--- config.mk ---
export PLATFORM = sky130hd
export DESIGN_NAME = fir_ch_sched
export DESIGN_NICKNAME = d
export VERILOG_FILES = /design/src/rtl/fir_sched_pkg.sv /design/src/rtl/rr_arbiter.sv /design/src/rtl/fir_ch_sched.sv
export SDC_FILE = /design/constraint.sdc
export NUM_CORES = 1
export LEC_CHECK = 0
export BUFFER_PORTS_ARGS = -buffer_cell sky130_fd_sc_hd__clkbuf_2
export CAP_MARGIN = 5
export CELL_PAD_IN_SITES_DETAIL_PLACEMENT = 1
export CELL_PAD_IN_SITES_GLOBAL_PLACEMENT = 1
export CORE_ASPECT_RATIO = 1.1
export CORE_MARGIN = 5
export CORE_UTILIZATION = 35
export DETAILED_ROUTE_END_ITERATION = 8
export PLACE_DENSITY = 0.64
export SKIP_CTS_REPAIR_TIMING = 1
export SLEW_MARGIN = 20
export SYNTH_ARGS = -nofsm -noshare
export SYNTH_HDL_FRONTEND = slang
export SYNTH_SLANG_ARGS = --single-unit
--- constraint.sdc ---
create_clock -name clk -period 9.8 [get_ports clk]
set_input_delay 0.49 -clock clk [delete_from_list [all_inputs] [get_ports clk]]
set_output_delay 0.49 -clock clk [all_outputs]
set_load 0.05 [all_outputs]
--- src/rtl/fir_sched_pkg.sv ---
// Shared constants and types for the channel-multiplexed 3-tap FIR scheduler.
package fir_sched_pkg;

  localparam int NUM_CH_DEF = 4;
  localparam int DW_DEF     = 8;
  localparam int OW_DEF     = 16;
  localparam int NUM_TAPS   = 3;

  localparam int H0_DEF = 1;
  localparam int H1_DEF = 2;
  localparam int H2_DEF = 1;

  // Accumulator headroom above the output width; three DW*DW products never overflow it.
  localparam int SAT_GUARD = 2;

  typedef enum logic [1:0] {
    IDLE,
    COMPUTE,
    HOLD
  } state_t;

endpackage

--- src/rtl/rr_arbiter.sv ---
// Round-robin arbiter: the requester after the last advanced grant has top priority.
module rr_arbiter #(
  parameter int N = 4
) (
  input  logic         clk,
  input  logic         reset,
  input  logic [N-1:0] req,
  input  logic         advance,
  output logic [N-1:0] grant
);

  localparam int PW = (N > 1) ? $clog2(N) : 1;

  logic [PW-1:0] ptr;
  logic [PW-1:0] grant_idx;

  always_comb begin
    int  idx;
    logic found;
    // NOTE: every variable gets a value before any branch, so no latch can be inferred.
    grant     = '0;
    grant_idx = '0;
    found     = 1'b0;
    idx       = 0;
    for (int k = 0; k < N; k++) begin
      idx = int'(ptr) + k;
      if (idx >= N) idx = idx - N;
      if (!found && req[idx]) begin
        grant[idx] = 1'b1;
        grant_idx  = PW'(idx);
        found      = 1'b1;
      end
    end
  end

  // NOTE: sequential state uses non-blocking assignments so every flop samples pre-edge values.
  always_ff @(posedge clk or posedge reset) begin
    if (reset) begin
      ptr <= '0;
    end else if (advance) begin
      ptr <= (grant_idx == PW'(N - 1)) ? '0 : grant_idx + PW'(1);
    end
  end

endmodule

--- src/rtl/fir_ch_sched.sv ---
// Time-shares one 3-tap FIR across NUM_CH channels with per-channel delay lines,
// round-robin admission, saturating output and a held result handshake.
module fir_ch_sched
  import fir_sched_pkg::*;
#(
  parameter int NUM_CH = NUM_CH_DEF,
  parameter int DW     = DW_DEF,
  parameter int OW     = OW_DEF
) (
  input  logic                      clk,
  input  logic                      reset,
  input  logic [NUM_CH-1:0]         ch_valid,
  input  logic [NUM_CH*DW-1:0]      ch_data,
  output logic [NUM_CH-1:0]         ch_ready,
  output logic                      out_valid,
  output logic [$clog2(NUM_CH)-1:0] out_ch,
  output logic [OW-1:0]             out_data,
  input  logic                      out_ready,
  input  logic                      cfg_we,
  input  logic [1:0]                cfg_addr,
  input  logic [DW-1:0]             cfg_data,
  input  logic                      flush
);

  localparam int CW = $clog2(NUM_CH);
  localparam int AW = OW + SAT_GUARD;
  localparam logic signed [AW-1:0] SAT_MAX = AW'(2 ** (OW - 1) - 1);
  localparam logic signed [AW-1:0] SAT_MIN = ~SAT_MAX;

  state_t               state;
  logic                 flush_pend;
  logic signed [DW-1:0] coef [NUM_TAPS];
  logic signed [DW-1:0] snap [NUM_TAPS];
  logic signed [DW-1:0] x1   [NUM_CH];
  logic signed [DW-1:0] x2   [NUM_CH];
  logic signed [DW-1:0] x_cur;
  logic [CW-1:0]        cur_ch;
  logic [CW-1:0]        gsel;
  logic [NUM_CH-1:0]    grant;
  logic                 accept;

  logic signed [2*DW-1:0] p0, p1, p2;
  logic signed [AW-1:0]   acc;
  logic [OW-1:0]          sat;

  rr_arbiter #(.N(NUM_CH)) u_arb (
    .clk     (clk),
    .reset   (reset),
    .req     (ch_valid),
    .advance (accept),
    .grant   (grant)
  );

  // Admission is only open in IDLE once any pending flush has been applied.
  always_comb begin
    ch_ready = (state == IDLE && !flush_pend) ? grant : '0;
  end

  assign accept = |(ch_valid & ch_ready);

  always_comb begin
    gsel = '0;
    for (int i = 0; i < NUM_CH; i++) begin
      if (grant[i]) gsel = CW'(i);
    end
  end

  always_comb begin
    p0  = (2*DW)'(snap[0]) * (2*DW)'(x_cur);
    p1  = (2*DW)'(snap[1]) * (2*DW)'(x1[cur_ch]);
    p2  = (2*DW)'(snap[2]) * (2*DW)'(x2[cur_ch]);
    acc = AW'(p0) + AW'(p1) + AW'(p2);
    if (acc > SAT_MAX)      sat = SAT_MAX[OW-1:0];
    else if (acc < SAT_MIN) sat = SAT_MIN[OW-1:0];
    else                    sat = acc[OW-1:0];
  end

  always_ff @(posedge clk or posedge reset) begin
    if (reset) begin
      state      <= IDLE;
      flush_pend <= 1'b0;
      out_valid  <= 1'b0;
      out_ch     <= '0;
      out_data   <= '0;
      x_cur      <= '0;
      cur_ch     <= '0;
      coef[0]    <= DW'(H0_DEF);
      coef[1]    <= DW'(H1_DEF);
      coef[2]    <= DW'(H2_DEF);
      for (int t = 0; t < NUM_TAPS; t++) snap[t] <= '0;
      // NOTE: the delay lines are a few flops per channel and must start clean, so they take the reset.
      for (int i = 0; i < NUM_CH; i++) begin
        x1[i] <= '0;
        x2[i] <= '0;
      end
    end else begin
      if (cfg_we && cfg_addr != 2'd3) coef[cfg_addr] <= cfg_data;
      if (flush) flush_pend <= 1'b1;

      case (state)
        IDLE: begin
          if (flush_pend) begin
            for (int i = 0; i < NUM_CH; i++) begin
              x1[i] <= '0;
              x2[i] <= '0;
            end
            flush_pend <= flush;
          end else if (accept) begin
            x_cur  <= ch_data[gsel*DW +: DW];
            cur_ch <= gsel;
            snap   <= coef;
            state  <= COMPUTE;
          end
        end
        COMPUTE: begin
          out_data   <= sat;
          out_ch     <= cur_ch;
          out_valid  <= 1'b1;
          x2[cur_ch] <= x1[cur_ch];
          x1[cur_ch] <= x_cur;
          state      <= HOLD;
        end
        HOLD: begin
          if (out_ready) begin
            out_valid <= 1'b0;
            state     <= IDLE;
          end
        end
        default: state <= IDLE;
      endcase
    end
  end

endmodule

==> impl_metrics.py <==
metrics = {
    "logic_synthesis": {
        "yosysTopAreaCell": "fa_1",
        "synth_async_sr_flop_share_pct": 100.0,
        "syn_avg_cell_area_um2": 9.684,
        "ys.flop_type": "dfrtp_1",
        "yosys_warnings": 0,
        "synth_top_area_share_pct": 31.09,
        "synth_edf_count": 0,
        "synthesis.nets": 1919,
        "ys_ff_latch": 146,
        "synth_area_um2": 15070,
        "yosysSeqAreaShare_pct": 24.27,
        "synthCells": 1556,
        "synth.area.top_cells": "fa_1 31%, dfrtp_1 24%, inv_1 6.8%, nand2_1 6.8%, ha_1 6.5%",
        "synth.distinct_cells": 57,
    },
    "clock_network": {
        "cts_num_sinks": 146,
        "clk_pin_slew_ns": 0.08,
        "tritoncts": "built",
        "clk_path_buf_depth": 2,
        "clock_latency_ns": 0.45,
        "cts_buffers": 17,
        "htree_num_levels": 4,
        "clock_tree.root_cell": "clkbuf_16",
    },
    "sta": {
        "fin_skew_ns": 0.01632,
        "timing.hold.ws_ns": 0.2274,
        "period_share_pct": 90.62,
        "worstMarginPinSlew_ns": 1.013,
        "setup_tns_ns": 0,
        "setup_violations": 0,
        "period_needed_ns": 8.881,
        "timing.slew.headroom_pct": 31.91,
        "fmax_mhz": 112.6,
        "hold_viol": 0,
        "rsz0062_at_grt": "no",
        "slew_viol_final": 0,
    },
    "die": {
        "die_h_um": 227.6,
        "fp.coreArea_um2": 42400,
        "fp-row-count": 79,
        "initial_core_util_pct": 35.53,
        "die_area_um2": 47310,
        "io_pins": 74,
        "die_w_um": 207.8,
    },
    "routing": {
        "routed-via-count": 10510,
        "drc": 0,
        "wl_per_cell_um": 19.09,
        "initialDrtViolationCount": 444,
        "viasPerCell": 4.855,
        "ant_nets": 0,
        "wl_mm": 41.33,
        "dr.pass1.iters": 4,
    },
    "worst_setup_path": {
        "r2r_cells": 23,
        "cp-start-kind": "flop",
        "regToRegEndpoint": "out_data[5]$_DFFE_PP0P_",
        "path_class": "reg2reg",
        "rrSetupSlack_ns": 0.92,
        "max_stage_delay_ns": 0.71,
        "required_ns": 10.07,
        "crit_path_end_kind": "flop",
        "path_max_fanout": 15,
        "timing.rr.start": "cur_ch[1]$_DFFE_PP0P_",
        "cp_slowest_cell": "o22ai_1",
        "worst_ep_arrival_time_ns": 9.15,
        "cp_cell_sequence": "buf_4 > mux2_2 > o21ai_1 > or2_2 > fa_1 > fa_1 > inv_1 > fa_1 > fa_1 > fa_1 > fa_1 > inv_1 > fa_1 > inv_1 > ha_1 > nand3_1 > o2111ai_1 > a41o_1 > a21o_1 > o31ai_1 > mux2i_1 > o22ai_1 > o22ai_1",
        "cpMostUsedCell": "fa_1",
    },
    "finish": {
        "multi_input_area_um2": 10080,
        "synthToLayoutAreaGrowth_pct": 9.956,
        "fin_util_pct": 39.07,
        "num-fill-cells": 4824,
        "final_nets": 1946,
        "drive_gt1_share_pct": 11.65,
        "final_area_um2": 16570,
        "seq_area_um2": 3657,
    },
    "flow_run": {
        "drv_cap": 0,
    },
    "grt": {
        "grt_pass1_vias": 12140,
        "globalRouteTotalUtil_pct": 18.08,
        "grt_overflow": 0,
        "antenna_found_initial": 1,
        "grt_max_degree": 97,
        "grt_pass1_wl_mm": 66.92,
    },
    "hold_path": {
        "hp-class": "in2async",
    },
    "placement": {
        "dp.final_hpwl_mm": 32.21,
        "gpl.final_weighted_congestion": 0.8216,
        "placed_area_um2": 15940,
        "io_buffer_count": 73,
    },
    "run_status": {
        "status": "completed",
    },
}
## state kept, by name, summed over array words and instances, names as in the netlist, 2 cells and up, named ones only
name      flops
x1           32
x2           32
coef         24
snap         24
out_data     16
x_cur         8
cur_ch        2
out_ch        2
state         2
## worst max-delay path by stage
stage	start	to
finish	cur_ch[1]$_DFFE_PP0P_	out_data[5]$_DFFE_PP0P_
global route	cur_ch[0]$_DFFE_PP0P_	out_data[5]$_DFFE_PP0P_
CTS	cur_ch[1]$_DFFE_PP0P_	out_data[9]$_DFFE_PP0P_
detailed placement	cur_ch[1]$_DFFE_PP0P_	out_data[9]$_DFFE_PP0P_
global placement	cur_ch[1]$_DFFE_PP0P_	out_data[9]$_DFFE_PP0P_
floorplan	cur_ch[0]$_DFFE_PP0P_	out_data[10]$_DFFE_PP0P_
## cells in the mapped netlist (4+ instances only)
library cell	instances
xor2_1	6
clkbuf_1	63
a211oi_1	6
nand3b_1	4
and2_1	102
a21o_1	13
o22ai_1	12
nand2b_1	12
mux4_2	17
fa_1	234
or2_2	5
xnor2_1	20
nand3_1	29
nor2b_1	6
dfrtp_1	143
o221a_2	4
nand2_1	274
mux2_2	26
mux2i_1	21
o21ai_0	64
and3_1	9
nor2_1	50
a21oi_1	25
inv_1	274
buf_2	7
ha_1	78
## cell type report
| cell class | count | share of cell area, % |
|---|---|---|
| diodes | 2 | 0.03021 |
| clock buffers | 19 | 2.734 |
| clock inverters | 13 | 1.042 |
| inverters | 276 | 6.298 |
| multi-input cells | 1058 | 60.84 |
| flip-flops and latches | 146 | 22.07 |
| well taps | 567 | 4.282 |
| repair buffers | 84 | 2.704 |
## metrics by stage
step	setup slack, ns	cells
finish	0.9188	2165
global route	0.2777	2163
CTS	0.8441	2163
detailed placement	0.8552	2131
global placement	1.027	2131
floorplan	1.518	1556
## cells in the final DEF, fill, tap and decap left out, types with 11 or more instances in the layout
| cell | n |
|---|---|
| a21o_1 | 13 |
| a21oi_1 | 25 |
| and2_1 | 102 |
| buf_4 | 11 |
| clkbuf_16 | 17 |
| clkbuf_2 | 73 |
| dfrtp_1 | 143 |
| fa_1 | 234 |
| ha_1 | 78 |
| inv_1 | 273 |
| mux2_2 | 26 |
| mux2i_1 | 21 |
| mux4_2 | 17 |
| nand2_1 | 273 |
| nand2b_1 | 12 |
| nand3_1 | 29 |
| nor2_1 | 49 |
| o21ai_0 | 64 |
| o22ai_1 | 12 |
| xnor2_1 | 20 |
## critical path, delay by kind of cell (launching register included)
family	cells	cell delay, ns
fa+ha+maj	8	3.88
mux	2	0.56
flops	1	0.68
buf+inv	4	0.49
simple gates	2	0.35
compound gates	7	2.74
## cells by family (layout without fill, tap and decap cells)
family,after synthesis,after routing,synth area share (%)
simple gates,506,506,15.50
buf+inv,352,392,8.993
fa+ha+maj,312,312,37.57
compound gates,150,150,6.278
flops,146,146,24.27
mux,64,64,5.879
xor+xnor,26,26,1.511
other cells,0,2,0
## metal layers
metal | GRT usage [%] | vias to the layer above | part of all wire (%)
met2 | 33.10 | 126 | 52
met3 | 1.922 | 33 | 3.6
met4 | 4.069 | 0 | 1.2
li1 | - | 4845 | -
met5 | 0 | - | 0
met1 | 23.37 | 5506 | 43
Power is left out: the tool's default activity adds up to more than one toggle a clock period on the data nets, which glitch-free logic cannot reach.
